<file path="src/rtl/mem_port_arbiter.sv">
// mem_port_arbiter
// ----------------
// The core's memory interface and the debug/program-loader port share one
// unified memory port. This block arbitrates per transaction and latches the
// winner's command. It then runs the fixed-latency memory access and returns a
// one-cycle ready pulse, with read data, to the winner.
//
// Arbitration on a tie:
//   default build            : round-robin, starting with the core after reset
//   MEM_ARB_FIXED_PRIO_EN    : the core always wins a tie
//
// Ports
//   clk, reset                     clock (rising edge), async active-low reset
//   core_req/we/addr/wdata         core command, req held until core_rdy
//   core_rdy, core_rdata           completion pulse and read data to core
//   dbg_req/we/addr/wdata          debug command, req held until dbg_rdy
//   dbg_rdy, dbg_rdata             completion pulse and read data to debug
//   mem_en/we/addr/wdata           memory command (mem_en one cycle per access)
//   mem_rdata                      memory read data, valid RD_LAT after mem_en
//   busy                           any state other than IDLE
//   gnt_dbg                        current transaction belongs to debug
module mem_port_arbiter #(
    parameter int AW     = 32,
    parameter int DW     = 32,
    parameter int RD_LAT = 1     // 1..4
) (
    input  logic          clk,
    input  logic          reset,
    input  logic          core_req,
    input  logic          core_we,
    input  logic [AW-1:0] core_addr,
    input  logic [DW-1:0] core_wdata,
    output logic          core_rdy,
    output logic [DW-1:0] core_rdata,
    input  logic          dbg_req,
    input  logic          dbg_we,
    input  logic [AW-1:0] dbg_addr,
    input  logic [DW-1:0] dbg_wdata,
    output logic          dbg_rdy,
    output logic [DW-1:0] dbg_rdata,
    output logic          mem_en,
    output logic          mem_we,
    output logic [AW-1:0] mem_addr,
    output logic [DW-1:0] mem_wdata,
    input  logic [DW-1:0] mem_rdata,
    output logic          busy,
    output logic          gnt_dbg
);

    localparam int CW = 2;   // wide enough for RD_LAT-1 up to 3

    typedef enum logic [1:0] {IDLE, ISSUE, WAIT, RESP} state_t;

    state_t          state_reg, state_next;
    logic            gnt_dbg_reg;
    logic            mem_we_reg;
    logic [AW-1:0]   mem_addr_reg;
    logic [DW-1:0]   mem_wdata_reg;
    logic [CW-1:0]   cnt_reg;
    logic [DW-1:0]   core_rdata_reg;
    logic [DW-1:0]   dbg_rdata_reg;
    logic            pick_dbg;

`ifdef MEM_ARB_FIXED_PRIO_EN
    // Debug only gets the port when the core is not asking for it.
    assign pick_dbg = dbg_req && !core_req;
`else
    // last_gnt_reg = 1 means debug won the previous transaction. A tie goes to
    // the requester that did not win last time.
    logic last_gnt_reg;

    assign pick_dbg = dbg_req && (!core_req || !last_gnt_reg);

    always_ff @(posedge clk or negedge reset) begin
        if (!reset) begin
            last_gnt_reg <= 1'b1;            // core wins the first tie
        end else if (state_reg == ISSUE) begin
            last_gnt_reg <= gnt_dbg_reg;
        end
    end
`endif

    always_comb begin
        state_next = state_reg;
        case (state_reg)
            IDLE:    if (core_req || dbg_req) state_next = ISSUE;
            ISSUE:   state_next = mem_we_reg ? RESP : WAIT;
            WAIT:    if (cnt_reg == '0) state_next = RESP;
            RESP:    state_next = IDLE;
            default: state_next = IDLE;
        endcase
    end

    always_ff @(posedge clk or negedge reset) begin
        if (!reset) begin
            state_reg      <= IDLE;
            gnt_dbg_reg    <= 1'b0;
            mem_we_reg     <= 1'b0;
            mem_addr_reg   <= '0;
            mem_wdata_reg  <= '0;
            cnt_reg        <= '0;
            core_rdata_reg <= '0;
            dbg_rdata_reg  <= '0;
        end else begin
            state_reg <= state_next;
            case (state_reg)
                IDLE: begin
                    // The command register doubles as the memory command
                    // outputs. It keeps its value between transactions.
                    if (core_req || dbg_req) begin
                        gnt_dbg_reg   <= pick_dbg;
                        mem_we_reg    <= pick_dbg ? dbg_we    : core_we;
                        mem_addr_reg  <= pick_dbg ? dbg_addr  : core_addr;
                        mem_wdata_reg <= pick_dbg ? dbg_wdata : core_wdata;
                    end
                end
                ISSUE: begin
                    cnt_reg <= CW'(RD_LAT - 1);
                end
                WAIT: begin
                    cnt_reg <= cnt_reg - CW'(1);
                    // Count 0 marks the cycle in which mem_rdata is valid.
                    if (cnt_reg == '0) begin
                        if (gnt_dbg_reg) dbg_rdata_reg  <= mem_rdata;
                        else             core_rdata_reg <= mem_rdata;
                    end
                end
                RESP: begin
                    gnt_dbg_reg <= 1'b0;
                end
                default: ;
            endcase
        end
    end

    assign mem_en     = (state_reg == ISSUE);
    assign mem_we     = mem_we_reg;
    assign mem_addr   = mem_addr_reg;
    assign mem_wdata  = mem_wdata_reg;
    assign busy       = (state_reg != IDLE);
    assign gnt_dbg    = gnt_dbg_reg;
    assign core_rdy   = (state_reg == RESP) && !gnt_dbg_reg;
    assign dbg_rdy    = (state_reg == RESP) &&  gnt_dbg_reg;
    assign core_rdata = core_rdata_reg;
    assign dbg_rdata  = dbg_rdata_reg;

endmodule

</file>
<file path="config.mk">
export PLATFORM = sky130hd
export DESIGN_NAME = mem_port_arbiter
export DESIGN_NICKNAME = d
export VERILOG_FILES = /design/src/rtl/mem_port_arbiter.sv
export SDC_FILE = /design/constraint.sdc
export NUM_CORES = 1
export LEC_CHECK = 0
export ABC_CLOCK_PERIOD_IN_PS = 2200
export BUFFER_PORTS_ARGS = -buffer_cell sky130_fd_sc_hd__buf_2
export CORE_MARGIN = 5
export CORE_UTILIZATION = 43
export DETAILED_ROUTE_END_ITERATION = 8
export PLACE_DENSITY = 0.79
export SYNTH_ARGS = -nofsm -noshare
export SYNTH_HDL_FRONTEND = slang
export SYNTH_SLANG_ARGS = --single-unit
</file>
<file path="constraint.sdc">
create_clock -name clk -period 2.2 [get_ports clk]
set_input_delay 0.22 -clock clk [delete_from_list [all_inputs] [get_ports clk]]
set_output_delay 0.22 -clock clk [all_outputs]
set_load 0.03 [all_outputs]
</file>
==> impl_metrics.ini, run 1 <==
[worst_setup_path]
cpMaxStageDelayCell = dfrtp_1
path_common_cell = inv_1
worstReg2RegEnd = mem_addr[17]
cp-endpoint = busy
startpoint_type = flip-flop
max_stage_delay_ns = 0.43
required_ns = 1.98
crit_type = flip-flop to output port
endpoint_kind = output port
r2r_cells = 6
crit_chain = inv_1 -> ha_1 -> inv_1 -> buf_2
timing.rr.start = state_reg[0]
cp_max_fo = 6
cp-startpoint = state_reg[0]
r2r_slack_ns = 0.51
arrival_ns = 1.53

[power]
vdd_drop_max_mv = 0.846
power_density_nw_per_um2 = 1760
p_leak_uw = 0.00396

[placement]
placed_area_sq_um = 7410
portBuffers = 299
place.gp.congestion = 0.829
hpwlAfterDp_microns = 11800

[sta]
tightest_slew_ns = 0.418
hold_viol = 0
setup_viol = 0
rsz0062_at_grt = no
max-slew-margin-rel = 0.722
maxSlewViolCount = 0
finalClockSkew_ns = 0.0109
period_needed_ns = 1.75
max_freq_ghz = 0.571
fin_tns_setup_ns = 0
fin_crit_sh = 0.796

[route]
drt_pre_antenna_iters = 4
drc = 0
vias = 4949
dr_wl_met2_microns = 7840
initialDrtViolationCount = 210
route.met3.wl_microns = 1270
post_drt_via_cell_ratio = 4.89
post_drt_wl_per_cell_microns = 15.4
antenna_left = 0
wl_microns = 15600
met1_length_microns = 6250
routed.top_layer = met4

[clock_network]
post_cts_buffers = 0
clk_path_buf_depth = 2
clock-root-buffer = clkbuf_16
cts_buffers = 17
path_clk_slew_ns = 0.06
ctsHoldBuffers = 1
insertion_delay_ns = 0.42
h-tree-depth = 4
post_cts_resize_count = 0
clock-sinks = 135
cts_tree = done

[global_route]
antenna_found_initial = 0
grt-ovfl-total = 0
grt_max_degree = 81
globalRouteTotalUtil = 0.198
grt_pass1_vias = 4905
grt_pass1_wl_microns = 24700

[synth]
syn_inst = 529
avgSynthCellArea_sq_um = 10.8
ys.flop_type = dfrtp_1
async_flop_share = 1.00
synthMostInstantiatedCell = dfrtp_1
synth_top_area_cell = dfrtp_1
synthTopCellsByArea = dfrtp_1 (59%), mux2_1 (12%), nand2_1 (8.6%)
yosys.area.top_type_share = 0.589
synth_cell_types = 27
synth_seq_area_share = 0.593
yosysWarnings = 0
synth_edf_count = 0
synth_seq_cells = 135
synthTopCellsByCount = dfrtp_1 (134), nand2_1 (131), a31oi_1 (65), nor2_1 (65), mux2_1 (61)
netlist_area_sq_um = 5690
synth_nets = 700

[layout]
antenna_cells = 0
drive_gt1_frac = 0.422
design_area_sq_um = 8040
nNetsFinal = 995
syn2layout_area_growth_pct = 41.2
fill_cells = 1098

[die]
fp.dieH_microns = 125
num_rows = 42
boundaryPins = 300
die_area_sq_um = 15600
initial_core_util = 0.433
fp.dieW_microns = 125
coreArea_sq_um = 13100

[flow_run]
cap_violations = 0

[worst_hold_path]
min_from = mem_rdata[29]
hp-class = primary input to flip-flop

[outcome]
status = completed
[logic make-up (layout without fill, tap and decap cells)]
kind of cell             count (synthesis)  in the layout  synth area share
AND/OR/NAND/NOR                        206            206             0.141
AO/OA/AOI/OAI                           77             77            0.0866
buffers and inverters                   40            348            0.0371
multiplexers                            66             66             0.131
adder cells (fa/ha/maj)                  5              5            0.0110
flip-flops                             135            135             0.593
[critical path, delay by kind of cell (launching register included)]
| family | cells | cell delay (ns) |
|---|---|---|
| fa+ha+maj | 1 | 0.25 |
| buf+inv | 3 | 0.44 |
| flops | 1 | 0.43 |
[report_power, final]
group          switching (uW)  internal (uW)  leakage [uW]
clock network            1130           1850      0.000304
logic                    4520           2180       0.00211
registers                 700           3780       0.00154
total                    6350           7800       0.00396
[cells in the final DEF (no fill, tap or decap), types with 4 or more instances in the layout]
cell type    n
a31oi_1     65
buf_12       7
buf_2      298
clkbuf_16   17
clkinv_4     4
dfrtp_1    134
ha_1         5
inv_1        5
inv_6        5
mux2_1      61
mux2_2       5
nand2_1    131
nor2_1      65
o21ai_0      4
[per-layer routing]
metal,track usage,up-vias
li1,-,2391
met1,0.230,2306
met2,0.342,229
met3,0.0670,23
met4,0.0721,0
met5,0,-
[per-stage QoR]
step | std cells | setup WS, ns | util | power (uW) | hold WS, ns
after detailed placement | 980 | 0.516 | 0.564 | 11300 | 0.0915
after global routing | 1013 | 0.322 | 0.612 | 15000 | 0.0136
final | 1013 | 0.448 | 0.612 | 14100 | 0.0291
after CTS | 1013 | 0.430 | 0.612 | 14300 | 0.00894
after floorplan | 529 | 0.600 | - | 9060 | -0.0756
after global placement | 980 | 0.621 | 0.564 | 11100 | 0.0908
[how the worst min path moves through the flow]
stage                                end  slack [ns]  cells after the start
after floorplan               cnt_reg[0]       -0.08                      0
after global placement     dbg_rdata[18]        0.09                      1
after detailed placement  core_rdata[18]        0.09                      1
after CTS                  dbg_rdata[29]       0.009                      2
after global routing       dbg_rdata[16]        0.01                      2
final                      dbg_rdata[29]        0.03                      2
[area by class of cell]
class,instances,area (sq um),share of cell area
clock inverters,14,188,0.0233
inverters,6,22.5,0.00280
clock buffers,18,439,0.0546
flip-flops and latches,135,3380,0.420
multi-input cells,354,2120,0.263
repair buffers,310,1680,0.208
well taps,176,220,0.0274
Power figures use the tool's default switching activity.
==> inputs of run 2 (changes only) <==
Settings changed: ABC_AREA set to 1, ABC_CLOCK_PERIOD_IN_PS 2200 to 1550, CORE_UTILIZATION 43 to 42, PLACE_DENSITY 0.79 to 0.78.
Clock period 2.2 ns to 1.55 ns, I/O delays scaled along.
==> run 2 against run 1 <==
Against the previous run:
- first-iteration DRC count grew 110%
- sequential cell count is the same
- count of clock-buffer cells in the layout grew 1
- sequential power grew 42%
- worst setup slack lost 0.42 ns
- hold slack lost 0.014 ns
- register-to-register slack lost 0.41 ns
- critical endpoint unchanged
- largest cell class unchanged
- largest power group unchanged
- highest routed layer unchanged
==> impl_metrics.ini, run 2 <==
[clock_network]
cts_tree = done
clk_path_buf_depth = 2
insertion_delay_ns = 0.41
cts_buffers = 17
clock-root-buffer = clkbuf_16
clock-sinks = 135
h-tree-depth = 4
path_clk_slew_ns = 0.06
post_cts_buffers = 0

[sta]
hold_viol = 0
setup_viol = 0
max-slew-margin-rel = 0.661
tightest_slew_ns = 0.509
fin_crit_sh = 0.981
finalClockSkew_ns = 0.00718
max_freq_ghz = 0.657
setup_ws_ns = 0.0290
maxSlewViolCount = 0
period_needed_ns = 1.52
fin_tns_setup_ns = 0
rsz0062_at_grt = yes

[synth]
synthTopCellsByCount = nand2_1 (274), inv_1 (172), nand3_1 (135)
syn_inst = 844
synthMostInstantiatedCell = nand2_1
avgSynthCellArea_sq_um = 7.59
synth_top_area_cell = dfrtp_1
synth_edf_count = 0
synth_seq_area_share = 0.527
async_flop_share = 1.00
synth_nets = 1015
yosys.area.top_type_share = 0.523
synthTopCellsByArea = dfrtp_1 (52%), nand2_1 (16%), nand3_1 (11%)
netlist_area_sq_um = 6410
synth_seq_cells = 135
synth_cell_types = 17
yosysWarnings = 0
ys.flop_type = dfrtp_1

[placement]
place.gp.congestion = 0.836
dpl_worst_slack_ns = 0.0613
placed_area_sq_um = 8240
hpwlAfterDp_microns = 14100
portBuffers = 299

[layout]
design_area_sq_um = 9170
nNetsFinal = 1332
finish.utilization = 0.608
antenna_cells = 0
fill_cells = 1314
seq_area_sq_um = 3380
layout_commonest_cell = buf_2
layout_common_cells = buf_2 (294), nand2_1 (270), inv_1 (168)
drive_gt1_frac = 0.319
syn2layout_area_growth_pct = 43.1
multi_input_area_sq_um = 2220

[outcome]
status = completed

[die]
die_area_sq_um = 17800
fp.dieH_microns = 134
boundaryPins = 300
num_rows = 45
coreArea_sq_um = 15100
initial_core_util = 0.425
fp.dieW_microns = 134

[global_route]
grt_pass1_vias = 6463
grt-ovfl-total = 0
globalRouteTotalUtil = 0.218
grt_pass1_wl_microns = 31700
grt_max_degree = 65
antenna_found_initial = 0

[worst_hold_path]
holdPathEnd = core_rdata[22]
hold_depth = 3
min_from = mem_rdata[22]
hp-class = primary input to flip-flop

[route]
post_drt_wl_per_cell_microns = 14.5
antenna_left = 0
vias = 6499
drc = 0
drt_pre_antenna_iters = 5
post_drt_via_cell_ratio = 4.77
wl_microns = 19700
initialDrtViolationCount = 447

[power]
vdd_drop_max_mv = 1.09
p_int_uw = 11200
p_leak_uw = 0.00555
pwr-share-seq = 0.303
power_frac_comb = 0.492
clockPowerShare = 0.206
netSwitchingFraction = 0.463
power_density_nw_per_um2 = 2280
power.switching_uw = 9680

[worst_setup_path]
cp_max_fo = 4
arrival_ns = 1.37
worstReg2RegEnd = dbg_rdata[29]
r2r_cells = 6
r2r_slack_ns = 0.10
timing.rr.start = state_reg[0]
crit_type = flip-flop to output port
startpoint_type = flip-flop
endpoint_kind = output port
required_ns = 1.39

[flow_run]
cap_violations = 0
-- run 2: changes by cell type after synthesis, sizes merged, moves of 3 or more --
cell / change
nand2: +143
mux2: -65
nand2b: -3
a31oi: -65
o21a: -3
o21ai: +62
inv: +166
nand3: +133
nor2: -60
clkbuf: +14
-- run 2: worst max-delay path: stages, from the launching register on --
cell     delay (ns)
dfrtp_1        0.39
inv_1          0.14
ha_4           0.18
inv_2          0.07
buf_4          0.17
-- run 2: how the worst max path moves through the flow --
stage,slack [ns],from,to,depth (start not counted)
final,0.03,state_reg[1],busy,4
after global routing,-0.01,state_reg[1],busy,4
after CTS,-0.00008,state_reg[0],core_rdy,5
after detailed placement,0.06,state_reg[0],mem_addr[29],7
after global placement,0.13,state_reg[0],mem_wdata[11],7
after floorplan,0.06,state_reg[0],mem_addr[15],8
-- run 2: layout make-up --
class,instances,share of cell area
sequential,135,0.368
clock buffer,19,0.0483
clock inverter,13,0.0210
inverter,172,0.0704
multi-input combinational,490,0.242
tap,188,0.0256
timing repair buffer,345,0.224
-- run 2: kinds of logic (layout without fill, tap and decap cells) --
logic type | Yosys count | in the layout | share of synthesized area
DFF | 135 | 135 | 0.527
adders and majority gates | 5 | 5 | 0.00976
muxes | 1 | 1 | 0.00176
buffers and inverters | 219 | 549 | 0.136
AOI/OAI and AO/OA | 68 | 68 | 0.0533
and+or+nand+nor | 416 | 416 | 0.272
-- run 2: metal layers --
layer	routed length [microns]	GRT usage	up-vias
met5	0	0	-
met4	501	0.0840	0
met3	1290	0.0465	46
met2	10200	0.381	244
met1	7690	0.263	3026
li1	-	-	3183
-- run 2: timing repair --
action                                 4_1_cts  5_1_grt
hold buffers                                21        0
pin swaps                                    0        1
setup endpoints to repair                    4       21
cloned                                       0        1
resized for setup                           10       11
endpoints found under the hold margin       73        0
-- run 2: stage by stage --
step | std cells | hold WS (ns) | power [uW]
final | 1362 | 0.0155 | 20900
after global routing | 1362 | 0.0239 | 22200
after CTS | 1361 | 0.00118 | 20900
after detailed placement | 1308 | 0.147 | 16400
after global placement | 1308 | 0.147 | 16100
after floorplan | 844 | -0.141 | 12900
-- run 2: power by group through the flow --
stage | Sequential, uW | Clock [uW] | Combinational, uW
detailed placement | 6310 | 0 | 10100
global placement | 6280 | 0 | 9830
global route | 6540 | 4520 | 11200
finish | 6330 | 4300 | 10300
CTS | 6300 | 4370 | 10200
floorplan | 9650 | 0 | 3260
